<file path="src/rtl/conn_lookup_arbiter.sv">
// Round-robin arbiter that shares one hash/connection-table lookup unit between
// NUM_REQ packet-rewrite lanes and routes each result (or a timeout) to its lane.
module conn_lookup_arbiter #(
    parameter int NUM_REQ  = 2,
    parameter int HASH_LEN = 16,
    parameter int TIMEOUT  = 64
) (
    input  logic                   clk,
    input  logic                   reset,
    input  logic [NUM_REQ*128-1:0] req_tuple_i,
    input  logic [NUM_REQ-1:0]     req_valid_i,
    output logic [NUM_REQ-1:0]     req_ready_o,
    output logic [15:0]            resp_data_o,
    output logic                   resp_err_o,
    output logic [NUM_REQ-1:0]     resp_valid_o,
    output logic [127:0]           tuple_data_o,
    output logic                   tuple_valid_o,
    input  logic [15:0]            conn_data_i,
    input  logic                   conn_valid_i,
    output logic [15:0]            timeout_cnt_o
);

    localparam int GW = (NUM_REQ > 1) ? $clog2(NUM_REQ) : 1;
    localparam int CW = $clog2(TIMEOUT);

    typedef enum logic [1:0] {IDLE, WAIT, RESP} state_t;

    state_t          state;
    logic [GW-1:0]   last_grant;
    logic [GW-1:0]   grant_idx;
    logic [CW-1:0]   wait_cnt;
    logic [GW-1:0]   winner;
    logic            any_req;
    logic [127:0]    sel_tuple;

    // NOTE: every variable assigned in always_comb gets a default first, so no latch is inferred.
    always_comb begin
        winner  = '0;
        any_req = 1'b0;
        // Offset 1 is the lane right after the last grant, giving rotating priority.
        for (int i = 1; i <= NUM_REQ; i++) begin
            for (int j = 0; j < NUM_REQ; j++) begin
                if (!any_req && req_valid_i[j] && ((int'(last_grant) + i) % NUM_REQ) == j) begin
                    any_req = 1'b1;
                    winner  = GW'(j);
                end
            end
        end
    end

    always_comb begin
        sel_tuple = '0;
        for (int j = 0; j < NUM_REQ; j++) begin
            if (winner == GW'(j)) sel_tuple = req_tuple_i[128*j +: 128];
        end
    end

    assign req_ready_o = (state == IDLE && any_req) ? (NUM_REQ'(1) << winner) : '0;

    // NOTE: all sequential state uses non-blocking assignments so every register samples pre-edge values.
    always_ff @(posedge clk) begin
        if (reset) begin
            state         <= IDLE;
            last_grant    <= GW'(NUM_REQ - 1);
            grant_idx     <= '0;
            wait_cnt      <= '0;
            tuple_valid_o <= 1'b0;
            tuple_data_o  <= '0;
            resp_valid_o  <= '0;
            resp_data_o   <= '0;
            resp_err_o    <= 1'b0;
            timeout_cnt_o <= '0;
        end else begin
            case (state)
                IDLE: begin
                    resp_valid_o <= '0;
                    if (any_req) begin
                        tuple_data_o  <= sel_tuple;
                        grant_idx     <= winner;
                        wait_cnt      <= '0;
                        tuple_valid_o <= 1'b1;
                        state         <= WAIT;
                    end
                end
                WAIT: begin
                    wait_cnt <= wait_cnt + 1'b1;
                    // A result arriving on the timeout cycle takes precedence over the error.
                    if (conn_valid_i) begin
                        resp_data_o   <= 16'(conn_data_i[HASH_LEN-1:0]);
                        resp_err_o    <= 1'b0;
                        resp_valid_o  <= NUM_REQ'(1) << grant_idx;
                        tuple_valid_o <= 1'b0;
                        state         <= RESP;
                    end else if (wait_cnt == CW'(TIMEOUT - 1)) begin
                        resp_data_o   <= '0;
                        resp_err_o    <= 1'b1;
                        resp_valid_o  <= NUM_REQ'(1) << grant_idx;
                        tuple_valid_o <= 1'b0;
                        if (timeout_cnt_o != 16'hFFFF) timeout_cnt_o <= timeout_cnt_o + 16'd1;
                        state         <= RESP;
                    end
                end
                RESP: begin
                    resp_valid_o <= '0;
                    last_grant   <= grant_idx;
                    state        <= IDLE;
                end
                default: state <= IDLE;
            endcase
        end
    end

endmodule

</file>
<file path="config.mk">
export PLATFORM = sky130hd
export DESIGN_NAME = conn_lookup_arbiter
export DESIGN_NICKNAME = d
export VERILOG_FILES = /design/src/rtl/conn_lookup_arbiter.sv
export SDC_FILE = /design/constraint.sdc
export NUM_CORES = 1
export LEC_CHECK = 0
export CELL_PAD_IN_SITES_DETAIL_PLACEMENT = 1
export CELL_PAD_IN_SITES_GLOBAL_PLACEMENT = 2
export CORE_AREA = 2 2 171 173
export CTS_BUF_LIST = sky130_fd_sc_hd__clkbuf_4 sky130_fd_sc_hd__clkbuf_8 sky130_fd_sc_hd__clkbuf_16
export DETAILED_ROUTE_END_ITERATION = 8
export DIE_AREA = 0 0 173 175
export DONT_BUFFER_PORTS = 1
export MAX_ROUTING_LAYER = met4
export PLACE_DENSITY_LB_ADDON = 0.08
export SYNTH_ARGS = -nofsm -noshare
export SYNTH_HDL_FRONTEND = slang
export SYNTH_SLANG_ARGS = --single-unit
export TNS_END_PERCENT = 10
</file>
<file path="constraint.sdc">
create_clock -name clk -period 2.5 [get_ports clk]
set_input_delay 0.375 -clock clk [delete_from_list [all_inputs] [get_ports clk]]
set_output_delay 0.375 -clock clk [all_outputs]
set_load 0.01 [all_outputs]
</file>
==> results of run 1 <==
routing by layer:
| layer | wire, um | part of all wire |
|---|---|---|
| met1 | 9660 | 0.38 |
| met5 | 0 | 0 |
| met2 | 13900 | 0.54 |
| met3 | 1530 | 0.060 |
| met4 | 400 | 0.016 |
state kept, by name, indices dropped and copies added (netlist names):
signal,flops
grant_idx,1
resp_err_o,1
state,2
tuple_valid_o,1
tuple_data_o,128
resp_data_o,16
resp_valid_o,2
timeout_cnt_o,16
wait_cnt,6
last_grant,1
through the flow:
step | std cells | cell area [sq um]
2_1_floorplan | 823 | 7720
6_report | 1179 | 8560
3_5_place_dp | 1146 | 7970
3_3_place_gp | 1146 | 7970
4_1_cts | 1179 | 8560
5_1_grt | 1179 | 8560
worst register-to-register path, stage by stage, from the launching register on:
cell	delay [ns]
dfxtp_1	0.44
ha_1	0.30
nand4_1	0.18
nor4_2	0.44
buf_4	0.29
nor4_1	0.08
mux2_2	0.28
how the worst max path moves through the flow:
stage / from / slack, ns / depth (start not counted) / to
after floorplan: wait_cnt[0] / 0.61 / 5 / timeout_cnt_o[13]
after global placement: wait_cnt[0] / 0.48 / 5 / timeout_cnt_o[13]
after detailed placement: timeout_cnt_o[0] / 0.40 / 6 / timeout_cnt_o[11]
after CTS: timeout_cnt_o[0] / 0.38 / 6 / timeout_cnt_o[9]
after global routing: timeout_cnt_o[0] / 0.24 / 6 / timeout_cnt_o[9]
final: timeout_cnt_o[0] / 0.37 / 6 / timeout_cnt_o[9]
placed cells by master (no fill, tap or decap), drive strengths merged, types with 3 or more instances in the layout:
| master | instances |
|---|---|
| dfxtp | 174 |
| nor2 | 146 |
| a211oi | 130 |
| mux2i | 128 |
| a21oi | 34 |
| nand2 | 30 |
| o21ai | 21 |
| clkbuf | 19 |
| buf | 12 |
| inv | 10 |
| nor2b | 8 |
| or4 | 8 |
| nand4 | 7 |
| mux2 | 6 |
| o31ai | 6 |
| nor3 | 6 |
| nor4 | 6 |
| clkinv | 5 |
| or3 | 4 |
| nand3 | 4 |
| nand4b | 3 |
| and3 | 3 |
cell families (layout without fill, tap and decap cells):
kind of cell | count (synthesis) | in the layout | share of synthesized area
muxes | 134 | 134 | 0.175
DFF | 174 | 174 | 0.451
adders and majority gates | 2 | 2 | 0.00324
AOI/OAI and AO/OA | 201 | 201 | 0.178
buffers and inverters | 76 | 48 | 0.0499
and+or+nand+nor | 236 | 236 | 0.143
area by class of cell:
class                   count  area share
multi-input cells         573       0.452
flip-flops and latches    174       0.407
well taps                 384      0.0561
clock buffers              19      0.0529
repair buffers             13      0.0161
clock inverters            13      0.0145
inverters                   3     0.00132
power by group through the flow:
stage	combinational [uW]	clock (uW)	sequential, uW
final	768	2630	3370
after global routing	874	2860	3400
after CTS	787	2730	3380
after detailed placement	786	0	3440
after global placement	744	0	3450
after floorplan	688	0	3320
==> out/qor.yml, run 1 <==
pwr:
  p_switching_uw: 2050
  p_total_uw: 6760
  p_comb_frac: 0.113
  power.leakage_uw: 0.00300
  p_seq_frac: 0.497
  ir_drop_v: 0.000356
  powerDensity_nw_per_um2: 790
  p_clk_frac: 0.389
  sw_frac_of_total: 0.303
  p_int_uw: 4710
routing:
  wl_um: 25500
  drtIter0Drc: 196
  wl_per_cell_um: 21.6
  antenna_left: 0
  dr.pass1.iters: 4
  num_vias: 6061
  drc_errors: 0
  via_per_inst: 5.14
clock_network:
  postCtsHoldBufs: 1
  ctsResizeCount: 0
  clk_latency_ns: 0.43
  cts_made_buffers: 17
  path_clk_slew_ns: 0.08
  cts-root-buf: "clkbuf_16"
  tritoncts: "done"
  cts_buffer_depth: 2
  postCtsSetupBuffers: 0
  cts.sinks: 174
  cts_max_level: 4
finish:
  fillers: 3281
  nets: 1061
  multi_input_area_sq_um: 3870
  fin_util: 0.301
  antennaDiodeCount: 0
  area_delta_synth_final_pct: 10.9
  layout-drive-gt1-share: 0.0755
  seqCellArea_sq_um: 3480
yosys:
  netlist_area_sq_um: 7720
  synth_fp_nets: 1102
  synth-seq-area-share: 0.451
  synth_area_leader_cell: "dfxtp_1"
  synth_warnings: 0
  syn_area_per_cell_sq_um: 9.38
  synthMostInstantiatedCell: "dfxtp_1"
  synth_flop_cell: "dfxtp_1"
  synth-async-reset-ratio: 0
  synth_cell_types: 50
  yosysTopAreaCellShare: 0.451
  netlist_instances: 823
  ys_top_cells_by_area: "dfxtp_1, mux2i_1, a211oi_1"
  ys_ff_latch: 174
  netlist_top_cells_count: "dfxtp_1, nor2_1, a211oi_1, mux2i_1, clkbuf_1"
  synth_edf_count: 0
critical_path:
  critPathSlowestCell: "dfxtp_1"
  path_max_fanout: 18
  crit_path_end_kind: "flip-flop"
  rr_endpoint: "timeout_cnt_o[9]"
  required_ns: 2.82
  slowest_delay_ns: 0.44
  worstPathArrival_ns: 2.45
  path_class: "reg2reg"
  crit_chain: "ha_1, nand4_1, nor4_2, buf_4, nor4_1, mux2_2"
  reg2reg_slack_ns: 0.37
  crit_family: "simple AND/OR/NAND/NOR gates"
  timing.rr.start: "timeout_cnt_o[0]"
  critPathBufInv: 1
  reg2reg_depth: 6
  cp-start-kind: "flip-flop"
floorplanning:
  dieArea_sq_um: 30300
  die_h_um: 175
  rows: 62
  ios: 443
  dieWidth_um: 173
  core-area_sq_um: 28400
  initial_core_util: 0.272
timing:
  post-route-period-util: 0.852
  hold_slack_ns: 0.0294
  max_freq_ghz: 0.470
  skew_ns: 0.0155
  min_period_ns: 2.13
  rsz0062_at_grt: "no"
  tightest_slew_ns: 0.705
  setup_ws_ns: 0.371
  finalHoldViolations: 0
  setup_viol: 0
  drv_slew: 0
  relSlewSlack: 0.530
  tns_ns: 0
global_route:
  antenna_found_initial: 0
  grt_usage: 0.168
  grt_pass1_vias: 6227
  grt_pass1_wl_um: 38100
  use_met3: 0.0485
  use_met2: 0.311
  grt_busiest_layer: "met2"
  overflow: 0
  use_met1: 0.173
  grt_max_degree: 179
worst_hold_path:
  min_path_cells: 1
  min_from: "reset"
  whs_endpoint: "tuple_data_o[41]"
  hp-class: "in2reg"
place:
  hpwl_um: 18900
  gp_congestion: 0.750
  port_buffers: 0
  pre_cts_ws_ns: 0.399
outcome:
  status: "completed"
flow_run:
  maxCapViolCount: 0
Power figures use the tool's default switching activity.
==> run 2, diff against run 1 <==
--- a/config.mk
+++ b/config.mk
@@ -8,7 +8,7 @@
 export CELL_PAD_IN_SITES_DETAIL_PLACEMENT = 1
 export CELL_PAD_IN_SITES_GLOBAL_PLACEMENT = 2
 export CORE_AREA = 2 2 171 173
-export CTS_BUF_LIST = sky130_fd_sc_hd__clkbuf_4 sky130_fd_sc_hd__clkbuf_8 sky130_fd_sc_hd__clkbuf_16
+export CTS_BUF_LIST = sky130_fd_sc_hd__clkbuf_8 sky130_fd_sc_hd__clkbuf_16
 export DETAILED_ROUTE_END_ITERATION = 8
 export DIE_AREA = 0 0 173 175
 export DONT_BUFFER_PORTS = 1
==> results of run 2 <==
Same layout as run 1: the final DEF is identical, and so are final timing and power.
==> run 3, diff against run 2 <==
--- a/config.mk
+++ b/config.mk
@@ -12,8 +12,8 @@
 export DETAILED_ROUTE_END_ITERATION = 8
 export DIE_AREA = 0 0 173 175
 export DONT_BUFFER_PORTS = 1
-export MAX_ROUTING_LAYER = met4
 export PLACE_DENSITY_LB_ADDON = 0.08
+export RECOVER_POWER = 100
 export SYNTH_ARGS = -nofsm -noshare
 export SYNTH_HDL_FRONTEND = slang
 export SYNTH_SLANG_ARGS = --single-unit
==> constraint.sdc (replaced) <==
create_clock -name clk -period 2.2 [get_ports clk]
set_input_delay 0.33 -clock clk [delete_from_list [all_inputs] [get_ports clk]]
set_output_delay 0.33 -clock clk [all_outputs]
set_load 0.01 [all_outputs]
==> out/qor.yml, run 3 (synthesized netlist as in run 1, its figures left out) <==
outcome:
  status: "completed"
critical_path:
  slowest_delay_ns: 0.56
  timing.rr.start: "last_grant"
  reg2reg_slack_ns: 0.08
  worstPathArrival_ns: 2.42
  required_ns: 2.50
  crit_chain: "a21boi_4, clkbuf_16, mux2i_2, a211oi_1, dlygate4sd3_1"
  path_max_fanout: 83
  cp-start-kind: "flip-flop"
  rr_endpoint: "tuple_data_o[7]"
  crit_path_end_kind: "flip-flop"
  path_class: "reg2reg"
  reg2reg_depth: 5
  critPathSlowestCell: "dlygate4sd3_1"
pwr:
  powerDensity_nw_per_um2: 860
  power.leakage_uw: 0.00345
  p_total_uw: 8030
  ir_drop_v: 0.000465
finish:
  area_delta_synth_final_pct: 21.0
  fin_area_sq_um: 9340
  final_cell_mix: "dfxtp_1, nor2_1, a211oi_1"
  largest_register_ffs: 128
  layout-drive-gt1-share: 0.0818
  nets: 1136
  fin_util: 0.329
  fillers: 3263
  final_common_cell: "dfxtp_1"
  top_register: "tuple_data_o"
  reg.largest.list: "tuple_data_o: 128 flops, resp_data_o: 16 flops, timeout_cnt_o: 16 flops"
clock_network:
  tritoncts: "done"
  path_clk_slew_ns: 0.07
  cts.sinks: 174
  cts_buffer_depth: 2
  cts_made_buffers: 17
  clk_latency_ns: 0.43
  cts-root-buf: "clkbuf_16"
  cts_max_level: 4
floorplanning:
  rows: 62
  core-area_sq_um: 28400
  dieArea_sq_um: 30300
  die_h_um: 175
  initial_core_util: 0.272
  ios: 443
  dieWidth_um: 173
global_route:
  antenna_found_initial: 3
  grt_usage: 0.171
  overflow: 0
  grt_pass1_wl_um: 39800
  grt_pass1_vias: 6571
  grt_max_degree: 140
routing:
  via_per_inst: 5.13
  antenna_left: 0
  dr.pass1.iters: 4
  drc_errors: 0
  drtIter0Drc: 267
  wl_per_cell_um: 22.1
  wl_um: 27800
  num_vias: 6432
timing:
  drv_slew: 0
  skew_ns: 0.0172
  finalHoldViolations: 0
  relSlewSlack: 0.425
  min_period_ns: 2.12
  tightest_slew_ns: 0.863
  tns_ns: 0
  hold_slack_ns: 0.0691
  max_freq_ghz: 0.472
  rsz0062_at_grt: "yes"
  setup_viol: 0
  post-route-period-util: 0.964
place:
  port_buffers: 0
  postPlaceCellArea_sq_um: 8020
  hpwl_um: 18800
  gp_congestion: 0.759
worst_hold_path:
  hp-class: "in2reg"
  whs_endpoint: "tuple_data_o[74]"
  min_from: "reset"
  min_path_cells: 1
flow_run:
  maxCapViolCount: 0
[run 3: cell count changes in the layout (fill, tap and decap cells not counted), sizes merged, moves of 2 or more]
cell / change
buf: +4
bufinv: +2
clkbuf: +6
clkinv: -3
diode: +2
dlygate4sd3: +63
[run 3: layer usage]
metal,GRT usage,share of wire
met2,0.315,0.54
met4,0.0533,0.017
met1,0.187,0.39
met5,0,0.00029
met3,0.0507,0.058
[run 3: what timing repair did]
action / in CTS / in global routing
endpoints found under the hold margin: 159 / 0
endpoints found under the setup margin: 0 / 53
hold buffers: 65 / 0
setup buffers: 0 / 2
resized for setup: 0 / 13
[run 3: how the worst max path moves through the flow]
stage,to,cells after the start,startpoint
6_report,tuple_data_o[7],5,last_grant
5_1_grt,resp_valid_o[0],6,wait_cnt[3]
4_1_cts,tuple_data_o[92],6,state[1]
3_5_place_dp,tuple_data_o[73],5,req_valid_i[1]
3_3_place_gp,tuple_data_o[73],5,req_valid_i[1]
2_1_floorplan,timeout_cnt_o[13],5,wait_cnt[0]
[run 3: critical path: cells and delay by family, from the launching register on]
kind,cells,cell delay (ns)
buf+inv,2,0.95
mux,1,0.32
compound gates,2,0.26
flops,1,0.33
[run 3: where the power goes]
part / switching, uW / total (uW) / internal (uW)
registers: 384 / 3820 / 3440
logic: 595 / 1100 / 508
clock network: 1410 / 3100 / 1700
total: 2390 / 8030 / 5640
[run 3: metrics by stage]
step / std cells / setup slack (ns)
CTS: 1248 / 0.0125
global route: 1253 / -0.0472
finish: 1254 / 0.0797
detailed placement: 1153 / 0.148
global placement: 1153 / 0.205
floorplan: 823 / 0.313
[run 3: cell type report]
type                       instances  area, sq um  area share
antenna                            2         5.00    0.000536
clock buffer                      17          425      0.0455
clock inverter                    13          155      0.0166
inverter                           3         11.3     0.00121
multi-input combinational        573         3870       0.414
sequential                       174         3490       0.373
tap                              384          480      0.0514
timing repair buffer              88          906      0.0970
